[src/rtl/commu_pkg.sv]
// Shared constants and types for the commu line receiver.
// Holds the state encoding, word/counter widths and the period clamp helper.
package commu_pkg;

  localparam int   COMMU_DW         = 16;
  localparam int   COMMU_MIN_PERIOD = 4;
  localparam int   COMMU_CNT_W      = 20;
  localparam int   COMMU_IDX_W      = 5;
  localparam logic COMMU_IDLE_LVL   = 1'b1;

  typedef enum logic [2:0] {
    IDLE    = 3'd0,
    START   = 3'd1,
    DATA    = 3'd2,
    STOP    = 3'd3,
    WAIT_HI = 3'd4
  } commu_state_e;

  function automatic logic [COMMU_CNT_W-1:0] commu_clamp_period(
    input logic [COMMU_CNT_W-1:0] p,
    input logic [COMMU_CNT_W-1:0] pmin
  );
    return (p < pmin) ? pmin : p;
  endfunction

endpackage

[src/rtl/commu_sync.sv]
// Multi-flop synchronizer for the asynchronous rx line.
// Resets to the line idle level so a reset never looks like a start bit.
module commu_sync
  import commu_pkg::*;
#(
  parameter int STAGES = 2
) (
  input  logic clk_sys,
  input  logic rst,
  input  logic i_d,
  output logic o_q
);

  logic [STAGES-1:0] r_ff;

  always_ff @(posedge clk_sys) begin
    if (rst) r_ff <= {STAGES{COMMU_IDLE_LVL}};
    else     r_ff <= {r_ff[STAGES-2:0], i_d};
  end

  assign o_q = r_ff[STAGES-1];

endmodule

[src/rtl/commu_rx_word.sv]
// Serial word receiver: start + DW data bits (MSB first) + stop, bit time set by tbit_period.
// Emits a one-cycle rx_vld with the word, or a one-cycle rx_err on a framing error.
module commu_rx_word
  import commu_pkg::*;
#(
  parameter int DW          = COMMU_DW,
  parameter int SYNC_STAGES = 2,
  parameter int MIN_PERIOD  = COMMU_MIN_PERIOD
) (
  input  logic                   clk_sys,
  input  logic                   rst,
  input  logic                   rx,
  input  logic                   en,
  input  logic [COMMU_CNT_W-1:0] tbit_period,
  output logic [DW-1:0]          rx_data,
  output logic                   rx_vld,
  output logic                   rx_err,
  output logic                   rx_busy
);

  logic w_rxs;
  logic w_fall;
  logic [COMMU_CNT_W-1:0] w_period;
  logic [COMMU_CNT_W-1:0] w_half_m1;

  commu_state_e           r_state;
  logic                   r_rxs_d;
  logic [COMMU_CNT_W-1:0] r_period;
  logic [COMMU_CNT_W-1:0] r_cnt;
  logic [COMMU_IDX_W-1:0] r_idx;
  logic [DW-1:0]          r_shift;
  logic [DW-1:0]          r_data;
  logic                   r_vld;
  logic                   r_err;

  commu_sync #(.STAGES(SYNC_STAGES)) u_sync (
    .clk_sys (clk_sys),
    .rst     (rst),
    .i_d     (rx),
    .o_q     (w_rxs)
  );

  assign w_fall    = r_rxs_d & ~w_rxs;
  assign w_period  = commu_clamp_period(tbit_period, COMMU_CNT_W'(MIN_PERIOD));
  // First sample lands half a bit after the edge; counter reaches 0 on the sample cycle.
  assign w_half_m1 = (w_period >> 1) - COMMU_CNT_W'(1);

  always_ff @(posedge clk_sys) begin
    if (rst) begin
      r_state  <= IDLE;
      r_rxs_d  <= COMMU_IDLE_LVL;
      r_period <= '0;
      r_cnt    <= '0;
      r_idx    <= '0;
      r_shift  <= '0;
      r_data   <= '0;
      r_vld    <= 1'b0;
      r_err    <= 1'b0;
    end else begin
      r_rxs_d <= w_rxs;
      r_vld   <= 1'b0;
      r_err   <= 1'b0;
      if (!en) begin
        r_state <= IDLE;
      end else begin
        unique case (r_state)
          IDLE: begin
            if (w_fall) begin
              r_period <= w_period;
              r_cnt    <= w_half_m1;
              r_state  <= START;
            end
          end
          START: begin
            if (r_cnt == '0) begin
              if (w_rxs) begin
                r_state <= IDLE;
              end else begin
                r_state <= DATA;
                r_cnt   <= r_period - COMMU_CNT_W'(1);
                r_idx   <= '0;
              end
            end else begin
              r_cnt <= r_cnt - COMMU_CNT_W'(1);
            end
          end
          DATA: begin
            if (r_cnt == '0) begin
              r_shift <= {r_shift[DW-2:0], w_rxs};
              r_cnt   <= r_period - COMMU_CNT_W'(1);
              if (r_idx == COMMU_IDX_W'(DW-1)) r_state <= STOP;
              else                             r_idx   <= r_idx + COMMU_IDX_W'(1);
            end else begin
              r_cnt <= r_cnt - COMMU_CNT_W'(1);
            end
          end
          STOP: begin
            if (r_cnt == '0) begin
              if (w_rxs) begin
                r_data  <= r_shift;
                r_vld   <= 1'b1;
                r_state <= IDLE;
              end else begin
                r_err   <= 1'b1;
                r_state <= WAIT_HI;
              end
            end else begin
              r_cnt <= r_cnt - COMMU_CNT_W'(1);
            end
          end
          // Break holds the line low; wait for idle so no false start is seen.
          WAIT_HI: begin
            if (w_rxs) r_state <= IDLE;
          end
          default: r_state <= IDLE;
        endcase
      end
    end
  end

  assign rx_data = r_data;
  assign rx_vld  = r_vld;
  assign rx_err  = r_err;
  assign rx_busy = (r_state != IDLE);

endmodule

[config.mk]
export PLATFORM = sky130hd
export DESIGN_NAME = commu_rx_word
export DESIGN_NICKNAME = d
export VERILOG_FILES = /design/src/rtl/commu_pkg.sv /design/src/rtl/commu_sync.sv /design/src/rtl/commu_rx_word.sv
export SDC_FILE = /design/constraint.sdc
export NUM_CORES = 1
export LEC_CHECK = 0
export CORE_MARGIN = 2
export CORE_UTILIZATION = 58
export DETAILED_ROUTE_END_ITERATION = 10
export PLACE_DENSITY = 0.85
export SLEW_MARGIN = 10
export SYNTH_ARGS = -nofsm -noshare
export SYNTH_HDL_FRONTEND = slang
export SYNTH_SLANG_ARGS = --single-unit
[constraint.sdc]
create_clock -name clk_sys -period 7.3 [get_ports clk_sys]
set_input_delay 1.095 -clock clk_sys [delete_from_list [all_inputs] [get_ports clk_sys]]
set_output_delay 1.095 -clock clk_sys [all_outputs]
set_load 0.02 [all_outputs]
==> Yosys cells after proc, flatten, opt, wreduce, memory -nomap -nowiden <==
Cells that the tools add are included.
{ "totals": {"regBits": 85, "in_bits": 24, "out_inout_bits": 19, "elab_cells": 71} }
{ "classes": {"n_addsub": 4, "order_cmp": 1, "n_eq_ne": 15, "mux": 23, "bitwise_logic": 5, "reduce_logical": 13} }
{ "ops": {"columns": ["cell", "n"], "rows": [
  ["20-bit two-way mux", 6],
  ["20-bit case mux with 4 select lines", 1],
  ["20-bit by 1-bit subtractor with 20-bit output (second input constant)", 2],
  ["3-bit two-way mux", 7],
  ["20-bit zero test", 1],
  ["20-bit by 3-bit less-than comparator with 1-bit output (second input constant)", 1],
  ["5-bit two-way mux", 4],
  ["19-bit by 1-bit subtractor with 20-bit output (second input constant)", 1],
  ["2-bit inequality test (second input constant)", 8],
  ["3-bit case mux with 5 select lines", 1],
  ["6-bit AND reduction", 2],
  ["5-bit case mux with 2 select lines", 1],
  ["3-bit by 2-bit equality test with 1-bit output (second input constant)", 2],
  ["3-bit AND reduction", 2],
  ["5-bit by 1-bit adder with 5-bit output (second input constant)", 1],
  ["5-bit by 4-bit equality test with 1-bit output (second input constant)", 1],
  ["5-bit AND reduction", 1],
  ["1-bit inverter", 4],
  ["4-bit AND reduction", 1],
  ["4-bit nonzero test", 1],
  ["4-bit OR reduction", 1],
  ["3-bit by 1-bit equality test with 1-bit output (second input constant)", 1],
  ["3-bit equality test (second input constant)", 1],
  ["3-bit zero test", 1],
  ["other kinds (8)", 9]
]} }

==> Depth between registers and ports, before layout <==
Gate-level depths: netlist of the first run.
{ "depth": {"depth_word": 5, "depth_mapped": 12, "depth_no_buf": 11} }

==> Cells and area by module <==
A second synthesis of the first run with hierarchy kept.
{ "hier_totals": {"cells_unflattened": 635, "area_unflattened_um2": 4725.8} }
{ "by_module_without_submodules": {"columns": ["module", "n_inst", "cells_each", "area_each_um2", "seq_area_each_um2"], "rows": [
  ["commu_rx_word", 1, 631, 4673.2, 1661.6],
  ["commu_sync", 1, 4, 52.6, 40.0]
]} }

==> Least setup slack after synthesis of the first run <==
OpenSTA, ideal clock, no wires.
{ "synth_path": {"path_kind": "input to register", "start": "in tbit_period[14]", "end": "reg r_cnt[18]", "setup_time_ns": 0.086, "arrival_time_ns": 3.906, "required_time_ns": 7.214, "path_slack_ns": 3.307, "path_stages": 11, "path_buffers": 0, "cell_sequence": "or4_1 nor4_4 nand2_1 nand2_1 ha_1 nand2b_1 or3_4 or4_4 a21oi_2 o21ai_1 a221oi_2"} }
{ "synth_via": {"elab_chain_len": 5} }
{ "synth_rtl": {"columns": ["element", "line_no", "rtl"], "rows": [
  ["start: declaration", "commu_rx_word.sv:14", "input logic [COMMU_CNT_W-1:0] tbit_period,"],
  ["20-bit by 3-bit less-than comparator with 1-bit output", "commu_pkg.sv:23", "return (p < pmin) ? pmin : p;"],
  ["20-bit two-way mux (*)", "commu_pkg.sv:23", null],
  ["19-bit by 1-bit subtractor with 20-bit output (*)", "commu_rx_word.sv:46", "assign w_half_m1 = (w_period >> 1) - COMMU_CNT_W'(1);"],
  ["20-bit two-way mux (*)", "commu_rx_word.sv:68", "if (w_fall) begin"],
  ["20-bit case mux with 4 select lines (*)", "commu_rx_word.sv:66", "unique case (r_state)"],
  ["end signal: assignment", "commu_rx_word.sv:70", "r_cnt <= w_half_m1;"],
  ["end signal: assignment", "commu_rx_word.sv:80", "r_cnt <= r_period - COMMU_CNT_W'(1);"],
  ["end signal: assignment", "commu_rx_word.sv:84", "r_cnt <= r_cnt - COMMU_CNT_W'(1);"],
  ["end: declaration", "commu_rx_word.sv:29", "logic [COMMU_CNT_W-1:0] r_cnt;"]
]} }
Mark *: on every way between the ends. The rest lies on a longest branch, timed or not. The select of a mux whose other input is x is not followed.
A chain may end at the register's enable or synchronous reset.

==> Worst setup path in the final report of the first run <==
Ends and elaborated chain as after synthesis.

==> results of run 1 <==
[final timing paths]
kind	to	slack [ps]	from	cells after the start
worst max-delay path	r_cnt[18]	2780	tbit_period[14]	12
worst min-delay path	rx_data[1]	450	rx_data[1]	2
worst max register to register	r_cnt[5]	3940	r_cnt[0]	8
worst min register to register	rx_data[1]	450	rx_data[1]	2
[Yosys cell counts, types with 9 or more instances]
library cell	n	area [um2]
o21ai_0	13	65.1
or4_1	14	105
nor2_1	33	124
xnor2_1	18	158
nor3_1	20	100
xor2_1	16	140
o22ai_1	9	56.3
clkbuf_1	27	101
nor4_1	16	100
or3_1	11	68.8
dfxtp_1	85	1700
o21ai_1	16	80.1
inv_1	12	45.0
nand2_1	121	454
nand3_1	10	50.1
a21oi_1	78	390
[per-stage QoR]
stage          power (uW)   util  cells  instance area (um2)  setup WS [ps]
6_report             1010  0.677    736                 5260           2780
5_1_grt              1060  0.677    736                 5260           2550
4_1_cts              1010  0.677    736                 5260           2830
3_5_place_dp          685  0.652    720                 5070           2430
3_3_place_gp          682  0.652    720                 5070           2550
2_1_floorplan         631      -    610                 4660           3310
[area by class of cell]
| cell class | count | area, um2 |
|---|---|---|
| Multi-Input combinational cell | 475 | 2750 |
| Fill cell | 661 | 2510 |
| Sequential cell | 85 | 1700 |
| Timing Repair Buffer | 45 | 438 |
| Clock buffer | 10 | 138 |
| Tap cell | 102 | 128 |
| Clock inverter | 6 | 53.8 |
| Inverter | 13 | 48.8 |
[logic make-up (layout without fill, tap and decap cells)]
kind of cell,after synthesis,in the layout,synth area share
buffers and inverters,50,74,0.0446
XOR/XNOR,34,34,0.0639
multiplexers,5,5,0.0107
AO/OA/AOI/OAI,159,159,0.207
flip-flops,85,85,0.365
AND/OR/NAND/NOR,272,272,0.295
adder cells (fa/ha/maj),5,5,0.0134
[state kept, by name (all words and copies together), names as in the netlist]
name         flops
r_cnt           20
r_period        20
r_shift         16
rx_data         16
r_idx            5
r_state          3
u_sync.r_ff      2
r_rxs_d          1
rx_err           1
rx_vld           1
[critical path: cells and delay by family]
family | cells | cell delay (ps)
AND/OR/NAND/NOR | 7 | 2490
adder cells (fa/ha/maj) | 1 | 170
buffers and inverters | 1 | 470
AO/OA/AOI/OAI | 3 | 590
[power by group through the flow]
stage          logic (uW)  clock network [uW]  registers (uW)
6_report              199                 332             483
5_1_grt               214                 359             485
4_1_cts               192                 335             483
3_5_place_dp          191                   0             494
3_3_place_gp          189                   0             493
2_1_floorplan         141                   0             490
[per-layer routing]
metal | up-vias | routed length [um]
met2 | 214 | 5420
li1 | 2238 | -
met5 | - | 0
met3 | 41 | 1110
met1 | 2174 | 5530
met4 | 0 | 331
==> flow_summary.toml, run 1 <==
[timing]
relSlewSlack = 0.212
holdWs_ps = 452
period_share = 0.619
rsz0062_at_grt = "no"
setup_tns_ps = 0
setup_viol = 0
final_hold_viol_count = 0
slew_violations = 0
max_freq_mhz = 221
finClkSkew_ps = 20.0
finalCriticalPeriod_ps = 4520
tightest_slew_ps = 1180

[synth]
yosysSeqAreaShare = 0.365
ys_warn_count = 0
syn_inst = 610
synth_edf_count = 0
synth_ff_type = "dfxtp_1"
syn_nets = 639
syn-cell-area_mm2 = 0.00466
async_flop_share = 0
synth_cell_types = 63
avgSynthCellArea_um2 = 7.64
synth_seq_cells = 85

[routing]
routed_wl_um = 12400
drt-initial-drc-count = 371
wl_per_cell_um = 16.8
vias = 4667
ant_nets = 0
via_per_inst = 6.34
drtPass1Iterations = 6
drc_errors = 0

[critical_path]
worst-setup-path-type = "input port to register"
critPathMaxFanout = 9
critPathArrivalTime_ps = 4810
slowest_delay_ps = 620
cp_cell_sequence = "clkdlybuf4s50_1 > or4_1 > nor4_4 > nand2_1 > nand2_1 > ha_1 > nand2b_1 > or3_4 > or4_4 > a21oi_2 > o21ai_1 > a221oi_2"
required_ps = 7590
crit_path_top_delay_cell = "or4_1"
path_common_cell = "nand2_1"
endpoint_kind = "register"
cp-start-kind = "input port"

[clock_tree]
clkTransAtPathRegs_ps = 100
post-cts-setup-buffers = 0
cts_made_buffers = 9
htree_levels = 3
clkLatencyLatePin_ps = 380
cts_sinks = 85
cts_tree = "built"
hold_buffers = 0
cts.path.max_buffers = 2
root_buffer = "clkbuf_8"
cts-resized-gates = 0

[pwr]
clock_power_share = 0.328
internal_power_uw = 685
p_leak_uw = 0.00183
swShare = 0.325
irDropWorstVdd_v = 0.000106
power.share.combinational = 0.196
p_seq_frac = 0.476
p_per_area_mw_per_mm2 = 193
power.switching_uw = 330

[die]
die_h_um = 93.6
core-area_mm2 = 0.00777
start_util = 0.600
ios = 43
rows = 32
die-area_mm2 = 0.00877
die_x_um = 93.6

[grt]
grt_usage = 0.296
antenna_found_initial = 0
grt_max_degree = 75
met2_usage = 0.449
grt_pass1_vias = 4272
grt_pass1_wl_um = 20700
grt-busiest-layer = "met2"
grt.met3_usage = 0.0798
overflow = 0
grtUsageMet1 = 0.405

[layout]
drive_gt1_frac = 0.0615
final_cell_mix = "121 x nand2_1, 85 x dfxtp_1, 78 x a21oi_1, 41 x clkdlybuf4s50_1, 33 x nor2_1"
final_common_cell = "nand2_1"
antenna_cells = 0
area_delta_synth_final_pct = 12.8
nets = 658

[run_status]
status = "finished clean"

[flow_run]
cap_violations = 0

[placement]
gp_congestion = 0.907
port_buffers = 42
dp_hpwl_um = 8860

[min_path]
worstHoldPathType = "register to register"
(Power assumes the default switching activity.)
==> run 2: changes to the inputs <==
--- a/config.mk
+++ b/config.mk
@@ -6,9 +6,9 @@
 export NUM_CORES = 1
 export LEC_CHECK = 0
 export CORE_MARGIN = 2
-export CORE_UTILIZATION = 58
+export CORE_UTILIZATION = 52
 export DETAILED_ROUTE_END_ITERATION = 10
-export PLACE_DENSITY = 0.85
+export PLACE_DENSITY = 0.81
 export SLEW_MARGIN = 10
 export SYNTH_ARGS = -nofsm -noshare
 export SYNTH_HDL_FRONTEND = slang
==> constraint.sdc (replaced) <==
create_clock -name clk_sys -period 3.65 [get_ports clk_sys]
set_input_delay 0.5475 -clock clk_sys [delete_from_list [all_inputs] [get_ports clk_sys]]
set_output_delay 0.5475 -clock clk_sys [all_outputs]
set_load 0.02 [all_outputs]
==> run 2 against run 1 <==
Compared with the run above:
- clock skew down 9.6 ps
- setup slack lost 2500 ps
- critical path depth stayed put
- die area grew 11%
- wire length up 5.4%
- critical path type unchanged
- largest cell class unchanged
==> flow_summary.toml, run 2 (synthesis results as in run 1) <==
[placement]
dp_hpwl_um = 9450
gp_congestion = 1.04
port_buffers = 42

[routing]
drt-initial-drc-count = 422
drtPass1Iterations = 6
drc_errors = 0
vias = 4658
wl_per_cell_um = 17.0
via_per_inst = 6.07
ant_nets = 0
routed_wl_um = 13100

[min_path]
hold_start = "u_sync.r_ff[0]"
holdPathEnd = "u_sync.r_ff[1]"
hold_depth = 1
worstHoldPathType = "register to register"

[die]
start_util = 0.534
rows = 34
die-area_mm2 = 0.00974
die_x_um = 98.7
ios = 43
core-area_mm2 = 0.00872
die_h_um = 98.7

[timing]
max_freq_mhz = 297
relSlewSlack = 0.349
tightest_slew_ps = 969
final_hold_viol_count = 0
finalCriticalPeriod_ps = 3370
slew_violations = 0
rsz0062_at_grt = "no"
finClkSkew_ps = 10.4
period_share = 0.923
setup_viol = 0

[critical_path]
critPathArrivalTime_ps = 3640
critPathMaxFanout = 3
endpoint_kind = "register"
reg2regPathDepth = 7
timing.rr.start = "r_cnt[15]"
worst-setup-path-type = "input port to register"
required_ps = 3920
rrSetupSlack_ps = 720
reg2reg_to = "r_cnt[6]"
cp-start-kind = "input port"

[pwr]
irDropWorstVdd_v = 0.000219
p_leak_uw = 0.00195
p_per_area_mw_per_mm2 = 373
power.share.combinational = 0.209
power_uw = 2040
p_seq_frac = 0.475
internal_power_uw = 1390
power.switching_uw = 647
swShare = 0.318
clock_power_share = 0.317

[flow_run]
cap_violations = 0

[clock_tree]
hold_buffers = 0
cts-resized-gates = 0
cts_made_buffers = 9
htree_levels = 3
clkTransAtPathRegs_ps = 100
post-cts-setup-buffers = 0
cts_sinks = 85
clkLatencyLatePin_ps = 360
cts.path.max_buffers = 2
cts_tree = "built"
root_buffer = "clkbuf_8"

[layout]
nets = 684
drive_gt1_frac = 0.0985
ff_latch_area_mm2 = 0.00170
final_cell_mix = "121 x nand2_1, 85 x dfxtp_1, 78 x a21oi_1, 41 x clkdlybuf4s50_1, 33 x nor2_1"
final_util = 0.626
final_common_cell = "nand2_1"
area_delta_synth_final_pct = 17.2
antenna_cells = 0
num-fill-cells = 745
multi_input_area_mm2 = 0.00275
top_regs = "r_cnt (20), r_period (20)"

[grt]
antenna_found_initial = 0
grt_usage = 0.272
grt_max_degree = 44
overflow = 0
grt_pass1_vias = 4377
grt_pass1_wl_um = 21600

[run_status]
status = "finished clean"
run 2: cell count changes in the layout (fill, tap and decap cells not counted):
| cell | before | now |
|---|---|---|
| buf_4 | 3 | 29 |
run 2: power by group through the flow:
stage	Combinational [uW]	Clock, uW	Sequential, uW
6_report	425	645	967
5_1_grt	458	698	970
4_1_cts	414	656	966
3_5_place_dp	412	0	988
3_3_place_gp	407	0	987
2_1_floorplan	282	0	980
run 2: final cells by class:
class / instances / area share
clock buffer: 10 / 0.0252
timing repair buffer: 71 / 0.116
sequential: 85 / 0.312
multi-input combinational: 475 / 0.504
clock inverter: 6 / 0.00985
inverter: 13 / 0.00893
tap: 108 / 0.0247
run 2: worst max path at each step:
stage	end	slack, ps	from	cells after the start
finish	r_cnt[18]	280	tbit_period[14]	12
detailed placement	r_cnt[18]	-70	tbit_period[14]	12
floorplan	r_cnt[18]	200	tbit_period[14]	11
global route	r_cnt[18]	100	tbit_period[14]	12
global placement	r_cnt[18]	8	tbit_period[14]	12
CTS	r_cnt[18]	290	tbit_period[14]	12
run 2: metrics by stage:
step / hold WS (ps) / setup TNS (ps) / setup WS, ps / std cells / instance area, um2
floorplan: 389 / 0 / 205 / 610 / 4660
global placement: 398 / 0 / 8.06 / 752 / 5270
detailed placement: 402 / -69.4 / -69.4 / 752 / 5270
CTS: 436 / 0 / 290 / 768 / 5460
global route: 454 / 0 / 99.1 / 768 / 5460
finish: 433 / 0 / 281 / 768 / 5460
run 2: worst max-delay path: stages:
cell             delay (ps)
clkdlybuf4s50_1         420
or4_1                   630
nor4_4                  310
nand2_1                 110
nand2_1                 100
ha_1                    160
nand2b_1                 70
or3_4                   330
or4_4                   420
a21oi_2                 160
o21ai_1                  90
a221oi_2                260
run 2: routing by layer:
| layer | vias to the layer above | GRT usage | part of all wire |
|---|---|---|---|
| met5 | - | 0 | 0 |
| met4 | 0 | 0.0906 | 0.023 |
| met3 | 32 | 0.0539 | 0.078 |
| met2 | 188 | 0.418 | 0.44 |
| met1 | 2156 | 0.386 | 0.45 |
| li1 | 2282 | - | - |
==> run 3: changes to the inputs <==
--- a/config.mk
+++ b/config.mk
@@ -8,7 +8,8 @@
 export CORE_MARGIN = 2
 export CORE_UTILIZATION = 52
 export DETAILED_ROUTE_END_ITERATION = 10
-export PLACE_DENSITY = 0.81
+export HOLD_SLACK_MARGIN = 0.1
+export PLACE_DENSITY = 0.85
 export SLEW_MARGIN = 10
 export SYNTH_ARGS = -nofsm -noshare
 export SYNTH_HDL_FRONTEND = slang
==> run 3 against run 2 <==
Compared with the run above:
- setup slack worse by 23 ps
- sequential power is essentially flat
- highest routed layer unchanged
- clock-buffer cell count shrank 1
- die area is the same
- combinational power is 0.9% higher
- maximum frequency is 0.69% lower
- non-clock buffer count stayed put
==> flow_summary.toml, run 3 (synthesis results as in run 1) <==
[run_status]
status = "finished clean"

[grt]
grt_pass1_vias = 4420
antenna_found_initial = 0
overflow = 0
grt_max_degree = 48
grt_pass1_wl_um = 21800
grt_usage = 0.275

[placement]
placed_cells = 752
gp_congestion = 0.944
port_buffers = 42
dp_hpwl_um = 9450
pre_cts_ws_ps = -37.5

[die]
die_h_um = 98.7
start_util = 0.534
ios = 43
die_x_um = 98.7
rows = 34
core-area_mm2 = 0.00872
die-area_mm2 = 0.00974

[flow_run]
cap_violations = 0

[clock_tree]
root_buffer = "clkbuf_8"
clkTransAtPathRegs_ps = 90
hold_buffers = 0
htree_levels = 3
cts.path.max_buffers = 2
cts-resized-gates = 0
post-cts-setup-buffers = 0
cts_made_buffers = 9
cts_tree = "built"
cts_sinks = 85
clkLatencyLatePin_ps = 360

[critical_path]
worst-setup-path-type = "input port to register"
slowest_delay_ps = 630
critPathMaxFanout = 4
required_ps = 3920
cp_cell_sequence = "clkdlybuf4s50_1 > or4_1 > nor4_4 > nand2_1 > nand2_1 > ha_1 > nand2b_1 > or3_4 > buf_4 > nor4_1 > xor2_1 > a21oi_1 > a211oi_1"
critPathArrivalTime_ps = 3660
crit_path_top_delay_cell = "or4_1"
cp-start-kind = "input port"
path_common_cell = "nand2_1"
endpoint_kind = "register"

[layout]
area_delta_synth_final_pct = 18.5
num-fill-cells = 722
ff_latch_area_mm2 = 0.00170
top_regs = "r_cnt (20), r_period (20)"
final_common_cell = "nand2_1"
multi_input_area_mm2 = 0.00275
final_cell_mix = "121 x nand2_1, 85 x dfxtp_1, 78 x a21oi_1, 41 x clkdlybuf4s50_1, 33 x nor2_1"
drive_gt1_frac = 0.0985
antenna_cells = 0
nets = 684
fin_cells = 768
final_util = 0.633

[pwr]
irDropWorstVdd_v = 0.000243
p_per_area_mw_per_mm2 = 405
p_leak_uw = 0.00198

[min_path]
worstHoldPathType = "register to register"

[timing]
setup_viol = 0
period_share = 0.929
setup_tns_ps = 0
rsz0062_at_grt = "no"
max_freq_mhz = 295
final_hold_viol_count = 0
slew_violations = 0
final.setup.worst_slack_ps = 258
holdWs_ps = 422
relSlewSlack = 0.283
tightest_slew_ps = 1070
finClkSkew_ps = 15.6
finalCriticalPeriod_ps = 3390

[routing]
drtPass1Iterations = 5
wl_per_cell_um = 17.2
vias = 4787
routed_wl_um = 13200
drc_errors = 0
via_per_inst = 6.23
drt-initial-drc-count = 561
ant_nets = 0
run 3: cell types whose count changed in the layout (fill, tap and decap cells not counted):
cell        previous run  this run
clkbuf_8              10         9
clkinvlp_4             1         0
clkinv_4               2         1
bufinv_16              0         3
run 3: per-stage QoR:
step / total power, uW / cell area, um2
2_1_floorplan: 1260 / 4660
3_3_place_gp: 1390 / 5270
3_5_place_dp: 1400 / 5270
4_1_cts: 2230 / 5520
5_1_grt: 2320 / 5520
6_report: 2230 / 5520
run 3: layout make-up:
type                    count  area share
clock buffers               9      0.0224
clock inverters             7      0.0231
well taps                 108      0.0245
inverters                  13     0.00884
repair buffers             71       0.115
flip-flops and latches     85       0.308
multi-input cells         475       0.498
run 3: path summary, 6_finish.rpt:
path	start	endpoint	slack (ps)	depth (start not counted)
setup / recovery	tbit_period[14]	r_cnt[14]	260	13
hold reg to reg	u_sync.r_ff[0]	u_sync.r_ff[1]	420	1
setup reg to reg	r_cnt[0]	r_cnt[19]	720	8
hold / removal	u_sync.r_ff[0]	u_sync.r_ff[1]	420	1
run 3: power breakdown:
group | total (uW) | switching (uW) | leakage, uW | internal (uW)
Clock | 838 | 372 | 0.000126 | 466
Sequential | 967 | 23.4 | 0.000687 | 944
Combinational | 429 | 261 | 0.00117 | 168
run 3: worst max-delay path, delay by kind of cell:
kind / cells / cell delay [ps]
AND/OR/NAND/NOR: 7 / 1830
XOR/XNOR: 1 / 200
buffers and inverters: 2 / 560
AO/OA/AOI/OAI: 2 / 360
adder cells (fa/ha/maj): 1 / 160
run 3: per-layer routing:
metal | vias to the layer above | track usage | routed length (um)
li1 | 2286 | - | -
met1 | 2235 | 0.365 | 5630
met2 | 243 | 0.446 | 6090
met3 | 23 | 0.0709 | 1250
met4 | 0 | 0.0780 | 237
met5 | - | 0 | 0
